[src/rtl/usb_reg_bus_master.sv]
// Bus initiator for the CW305 parallel USB register bus: turns burst read/write
// commands into one byte-wide usb_addr/usb_din/rdn/wrn/cen transaction per byte.
module usb_reg_bus_master #(
  parameter int pADDR_WIDTH   = 21,
  parameter int pBYTECNT_SIZE = 7,
  parameter int pRD_LAT       = 4   // read strobe width in cycles, must be >= 3
) (
  input  logic                                 usb_clk,
  input  logic                                 rst,
  input  logic                                 cmd_valid,
  output logic                                 cmd_ready,
  input  logic                                 cmd_write,
  input  logic [pADDR_WIDTH-pBYTECNT_SIZE-1:0] cmd_reg,
  input  logic [pBYTECNT_SIZE-1:0]             cmd_len,
  input  logic [7:0]                           wr_data,
  input  logic                                 wr_valid,
  output logic                                 wr_ready,
  output logic [7:0]                           rd_data,
  output logic                                 rd_valid,
  output logic                                 busy,
  output logic                                 err_contention,
  output logic [pADDR_WIDTH-1:0]               bus_addr,
  output logic [7:0]                           bus_dout,
  output logic                                 bus_dout_en,
  input  logic [7:0]                           bus_din,
  input  logic                                 bus_isout,
  output logic                                 bus_rdn,
  output logic                                 bus_wrn,
  output logic                                 bus_cen
);

  localparam int REG_W = pADDR_WIDTH - pBYTECNT_SIZE;
  localparam int CNT_W = $clog2(pRD_LAT + 1);

  localparam logic [pBYTECNT_SIZE-1:0] IDX_ZERO = {pBYTECNT_SIZE{1'b0}};
  localparam logic [pBYTECNT_SIZE-1:0] IDX_ONE  = {{(pBYTECNT_SIZE-1){1'b0}}, 1'b1};
  localparam logic [CNT_W-1:0]         CNT_ZERO = {CNT_W{1'b0}};
  localparam logic [CNT_W-1:0]         CNT_ONE  = {{(CNT_W-1){1'b0}}, 1'b1};
  localparam logic [CNT_W-1:0]         CNT_LAST = CNT_W'(pRD_LAT - 1);

  typedef enum logic [2:0] {
    IDLE     = 3'd0,
    W_SETUP  = 3'd1,
    W_STROBE = 3'd2,
    W_HOLD   = 3'd3,
    R_SETUP  = 3'd4,
    R_STROBE = 3'd5,
    R_GAP    = 3'd6
  } state_t;

  state_t                   state_r;
  logic [REG_W-1:0]         reg_r;
  logic [pBYTECNT_SIZE-1:0] len_r;
  logic [pBYTECNT_SIZE-1:0] idx_r;
  logic [CNT_W-1:0]         cnt_r;
  logic [pBYTECNT_SIZE-1:0] idx_next_s;

  // idx never exceeds len_r, so this increment cannot wrap within a burst
  assign idx_next_s = idx_r + IDX_ONE;

  // Bus sequencer: burst bookkeeping, strobe timing and all registered outputs
  always_ff @(posedge usb_clk or posedge rst) begin
    if (rst) begin
      state_r        <= IDLE;
      reg_r          <= '0;
      len_r          <= IDX_ZERO;
      idx_r          <= IDX_ZERO;
      cnt_r          <= CNT_ZERO;
      cmd_ready      <= 1'b0;
      wr_ready       <= 1'b0;
      rd_data        <= 8'h00;
      rd_valid       <= 1'b0;
      busy           <= 1'b0;
      err_contention <= 1'b0;
      bus_addr       <= '0;
      bus_dout       <= 8'h00;
      bus_dout_en    <= 1'b0;
      bus_rdn        <= 1'b1;
      bus_wrn        <= 1'b1;
      bus_cen        <= 1'b1;
    end else begin
      wr_ready <= 1'b0;
      rd_valid <= 1'b0;
      if (bus_dout_en && bus_isout) begin
        err_contention <= 1'b1;
      end else begin
        err_contention <= err_contention;
      end

      case (state_r)
        IDLE: begin
          cmd_ready <= 1'b1;
          bus_cen   <= 1'b1;
          if (cmd_valid && cmd_ready) begin
            reg_r          <= cmd_reg;
            len_r          <= cmd_len;
            idx_r          <= IDX_ZERO;
            err_contention <= 1'b0;
            cmd_ready      <= 1'b0;
            busy           <= 1'b1;
            bus_cen        <= 1'b0;
            bus_addr       <= {cmd_reg, IDX_ZERO};
            if (cmd_write) begin
              bus_dout_en <= 1'b1;
              state_r     <= W_SETUP;
            end else begin
              bus_dout_en <= 1'b0;
              state_r     <= R_SETUP;
            end
          end
        end

        W_SETUP: begin
          // stall here with strobes idle until the source has a byte
          if (wr_valid) begin
            wr_ready <= 1'b1;
            bus_dout <= wr_data;
            bus_wrn  <= 1'b0;
            state_r  <= W_STROBE;
          end else begin
            bus_wrn  <= 1'b1;
          end
        end

        W_STROBE: begin
          bus_wrn <= 1'b1;
          state_r <= W_HOLD;
        end

        W_HOLD: begin
          if (idx_r == len_r) begin
            bus_cen     <= 1'b1;
            bus_dout_en <= 1'b0;
            busy        <= 1'b0;
            cmd_ready   <= 1'b1;
            state_r     <= IDLE;
          end else begin
            idx_r    <= idx_next_s;
            bus_addr <= {reg_r, idx_next_s};
            state_r  <= W_SETUP;
          end
        end

        R_SETUP: begin
          bus_rdn <= 1'b0;
          cnt_r   <= CNT_ZERO;
          state_r <= R_STROBE;
        end

        R_STROBE: begin
          // sample on the final strobe cycle to give the responder its full latency
          if (cnt_r == CNT_LAST) begin
            rd_data  <= bus_din;
            rd_valid <= 1'b1;
            bus_rdn  <= 1'b1;
            state_r  <= R_GAP;
          end else begin
            cnt_r    <= cnt_r + CNT_ONE;
          end
        end

        R_GAP: begin
          if (idx_r == len_r) begin
            bus_cen   <= 1'b1;
            busy      <= 1'b0;
            cmd_ready <= 1'b1;
            state_r   <= IDLE;
          end else begin
            idx_r    <= idx_next_s;
            bus_addr <= {reg_r, idx_next_s};
            state_r  <= R_SETUP;
          end
        end

        default: begin
          bus_rdn     <= 1'b1;
          bus_wrn     <= 1'b1;
          bus_cen     <= 1'b1;
          bus_dout_en <= 1'b0;
          busy        <= 1'b0;
          cmd_ready   <= 1'b0;
          state_r     <= IDLE;
        end
      endcase
    end
  end

endmodule

[config.mk]
export PLATFORM = sky130hd
export DESIGN_NAME = usb_reg_bus_master
export DESIGN_NICKNAME = d
export VERILOG_FILES = /design/src/rtl/usb_reg_bus_master.sv
export SDC_FILE = /design/constraint.sdc
export NUM_CORES = 1
export LEC_CHECK = 0
export ABC_AREA = 1
export CORE_MARGIN = 2
export CORE_UTILIZATION = 45
export CTS_BUF_LIST = sky130_fd_sc_hd__clkbuf_8
export CTS_CLUSTER_SIZE = 20
export DETAILED_ROUTE_END_ITERATION = 12
export GPL_TIMING_DRIVEN = 0
export HOLD_SLACK_MARGIN = 0.02
export PLACE_DENSITY = 0.83
export SYNTH_ARGS = -nofsm -noshare
export SYNTH_HDL_FRONTEND = slang
export SYNTH_SLANG_ARGS = --single-unit
[constraint.sdc]
create_clock -name usb_clk -period 2.8 [get_ports usb_clk]
set_clock_uncertainty 0.2 [all_clocks]
set_input_delay 0.7 -clock usb_clk [delete_from_list [all_inputs] [get_ports usb_clk]]
set_output_delay 0.7 -clock usb_clk [all_outputs]
set_load 0.005 [all_outputs]
==> impl_metrics.yaml <==
setup_path:
  crit_arrival_ns: 1.39
  timing.critical_path.max_delay_family: "flip-flops"
  crit_path_end_kind: "primary output"
  critPathMaxFanout: 2
  critical_path_required_ns: 1.90
  startpoint_type: "flip-flop"
  timing.critical_path.cells: "clkdlybuf4s50_1"
  worst-path-buf-inv: 1
  crit_type: "reg2out"
  cp_slowest_stage_delay_ns: 0.53
  crit_path_top_delay_cell: "sky130_fd_sc_hd__dfstp_2"
clock_tree:
  max-clock-path-buffers: 2
  ctsHoldBuffers: 0
  cts_root_buffer: "sky130_fd_sc_hd__clkbuf_8"
  cts-htree-levels: 3
  cts_num_sinks: 73
  cts_buffer_count: 9
  cts_setup_buffers: 0
  worstSkewPairLatency_ns: 0.34
  cts_tree: "yes"
  clkSlewWorstSetupHoldPaths_ns: 0.07
  cts_resized: 0
die:
  floorplan.io_pins: 89
  die_width_um: 91.3
  dieHeight_um: 91.3
  initial_core_utilization: 0.468
  floorplan_core_area_sq_um: 7330
  placement_rows: 31
  fp.dieArea_sq_um: 8340
job:
  maxCapViolCount: 0
yosys:
  ys_seq_elements: 73
  synth.net_count: 480
  post_synth.cell_area_avg_sq_um: 7.91
  syn_inst: 434
  post_synth_instance_area_sq_um: 3430
  share_of_synthesized_area_occupied_by_flip_flops_and_latches: 0.534
  count_of_yosys_warnings_during_synthesis: 0
  synth_cell_type_count: 27
global_route:
  antenna_found_initial: 0
  grt_first_pass_wirelength_um: 14200
  globalRouteOverflowTotal: 0
  grt_pass1_vias: 3151
  grt_usage: 0.209
  grt_max_degree: 74
sta:
  grt_setup_unrepaired: "false"
  setup_viol: 0
  worst_slew_pin_slew_ns: 0.883
  report.final.hold_viol_count: 0
  slew-limit-headroom: 0.412
  period_minus_slack_ns: 2.29
  final-max-slew-violation-count: 0
  fmaxAchievable_mhz: 437
  final.hold.worst_slack_ns: 0.271
  final.period_utilization: 0.818
layout:
  final_layout_size_suffix_gt1_frac: 0.0948
  final_net_count: 579
  insertedDiodeCount: 0
  area.growth.synth_to_final_pct: 36.2
  fillerInstances: 633
  post-route-cell-area_sq_um: 4670
routing:
  avgRoutedWirePerCell_um: 12.9
  detail-route-antenna-nets: 0
  first_iter_violations: 181
  drcViolationCount: 0
  detail_route.wirelength_um: 8190
  dr_total_vias: 3156
  via_per_inst: 4.95
  initial_drt_pass_iterations: 5
power:
  power-per-cell-area_nw_per_um2: 1000
  leakagePower_nw: 2.31
  vdd.ir_drop.worst_mv: 0.516
place:
  port_buffers: 88
  dpl_cell_area_sq_um: 4440
  detailedPlacementHpwl_um: 5900
  globalplace.congestion: 0.877
hold_path:
  worst_hold_path_type: "reg2reg"
outcome:
  status: "complete, no violations"
[final cells by class]
class,instances,area [sq um],area share
timing repair buffer,88,881,0.188
multi-input combinational,301,1340,0.286
tap,99,124,0.0265
sequential,73,1830,0.392
clock inverter,7,111,0.0238
inverter,47,179,0.0383
clock buffer,9,124,0.0265
buffer,13,87.6,0.0187
[path summary, 6_finish.rpt]
kind | to | start | slack, ns | depth (start not counted)
setup / recovery | bus_cen | bus_cen | 0.51 | 1
hold / removal | bus_cen | bus_cen | 0.27 | 2
setup reg to reg | bus_addr[15] | bus_addr[3] | 1.03 | 10
hold reg to reg | bus_cen | bus_cen | 0.27 | 2
max in group asynchronous | err_contention | rst | 1.11 | 2
min in group asynchronous | bus_dout[7] | rst | 0.69 | 2
[layout by cell type (no fill, tap or decap), types with 4 or more instances in the layout]
| cell | synthesis | layout |
|---|---|---|
| sky130_fd_sc_hd__clkbuf_8 | 0 | 9 |
| sky130_fd_sc_hd__o21ai_0 | 33 | 33 |
| sky130_fd_sc_hd__buf_2 | 7 | 7 |
| sky130_fd_sc_hd__dfrtp_1 | 70 | 70 |
| sky130_fd_sc_hd__inv_1 | 40 | 40 |
| sky130_fd_sc_hd__a21oi_1 | 8 | 8 |
| sky130_fd_sc_hd__clkdlybuf4s50_1 | 0 | 88 |
| sky130_fd_sc_hd__nor2_1 | 25 | 25 |
| sky130_fd_sc_hd__nor2_2 | 4 | 4 |
| sky130_fd_sc_hd__nand2_1 | 173 | 173 |
| sky130_fd_sc_hd__nor3_1 | 5 | 5 |
| sky130_fd_sc_hd__nand3_1 | 31 | 31 |
| sky130_fd_sc_hd__nand2_2 | 5 | 5 |
| sky130_fd_sc_hd__buf_4 | 4 | 4 |
| sky130_fd_sc_hd__inv_2 | 6 | 6 |
[registers in the layout, indices dropped and copies added (netlist names), 3 cells and up]
register	flops
reg_r	14
bus_addr	21
state_r	3
len_r	7
bus_dout	8
cnt_r	3
rd_data	8
[synth_stat cells]
| library cell | instances | share of area |
|---|---|---|
| sky130_fd_sc_hd__a21oi_1 | 8 | 0.012 |
| sky130_fd_sc_hd__a31oi_1 | 1 | 0.0018 |
| sky130_fd_sc_hd__and2_1 | 1 | 0.0018 |
| sky130_fd_sc_hd__buf_2 | 7 | 0.010 |
| sky130_fd_sc_hd__buf_4 | 4 | 0.0088 |
| sky130_fd_sc_hd__buf_6 | 2 | 0.0066 |
| sky130_fd_sc_hd__clkinv_1 | 1 | 0.0011 |
| sky130_fd_sc_hd__dfrtp_1 | 70 | 0.51 |
| sky130_fd_sc_hd__dfstp_2 | 3 | 0.023 |
| sky130_fd_sc_hd__ha_1 | 3 | 0.011 |
| sky130_fd_sc_hd__inv_1 | 40 | 0.044 |
| sky130_fd_sc_hd__inv_2 | 6 | 0.0066 |
| sky130_fd_sc_hd__nand2_1 | 173 | 0.19 |
| sky130_fd_sc_hd__nand2_2 | 5 | 0.0091 |
| sky130_fd_sc_hd__nand3_1 | 31 | 0.045 |
| sky130_fd_sc_hd__nand3_2 | 1 | 0.0029 |
| sky130_fd_sc_hd__nand3b_1 | 1 | 0.0022 |
| sky130_fd_sc_hd__nand4_1 | 1 | 0.0018 |
| sky130_fd_sc_hd__nor2_1 | 25 | 0.027 |
| sky130_fd_sc_hd__nor2_2 | 4 | 0.0073 |
| sky130_fd_sc_hd__nor2_4 | 2 | 0.0066 |
| sky130_fd_sc_hd__nor3_1 | 5 | 0.0073 |
| sky130_fd_sc_hd__o21ai_0 | 33 | 0.048 |
| sky130_fd_sc_hd__o21ai_2 | 1 | 0.0026 |
| sky130_fd_sc_hd__o21bai_1 | 3 | 0.0066 |
| sky130_fd_sc_hd__o22ai_1 | 1 | 0.0018 |
| sky130_fd_sc_hd__xor2_1 | 2 | 0.0051 |
[through the flow]
stage	power [mW]	cells	TNS (ns)	worst slack (ns)	util
6_report	4.69	637	0	0.510	0.637
5_1_grt	5.06	637	0	0.470	0.637
4_1_cts	4.72	637	0	0.490	0.637
3_5_place_dp	3.73	621	0	0.560	0.605
3_3_place_gp	3.64	621	-80.57	-1.13	0.605
2_1_floorplan	2.85	434	0	0.0517	-
[cell families after synthesis]
logic type / Yosys count / synth area share
AOI/OAI and AO/OA: 47 / 0.0726
DFF: 73 / 0.534
buffers and inverters: 60 / 0.0769
and+or+nand+nor: 249 / 0.301
xor gates and xnor gates: 2 / 0.00511
adders and majority gates: 3 / 0.0109
[where the power goes]
part	leakage (nW)	switching (mW)	internal (mW)
clock	0.120	0.382	0.585
sequential	0.884	0.265	1.49
combinational	1.31	1.02	0.947
[layer usage]
layer	wire [um]	vias to the layer above	GRT usage
li1	-	1552	-
met1	3740	1493	0.280
met2	3880	95	0.335
met3	435	16	0.0407
met4	137	0	0.0846
met5	0	-	0
(Power assumes the default switching activity.)
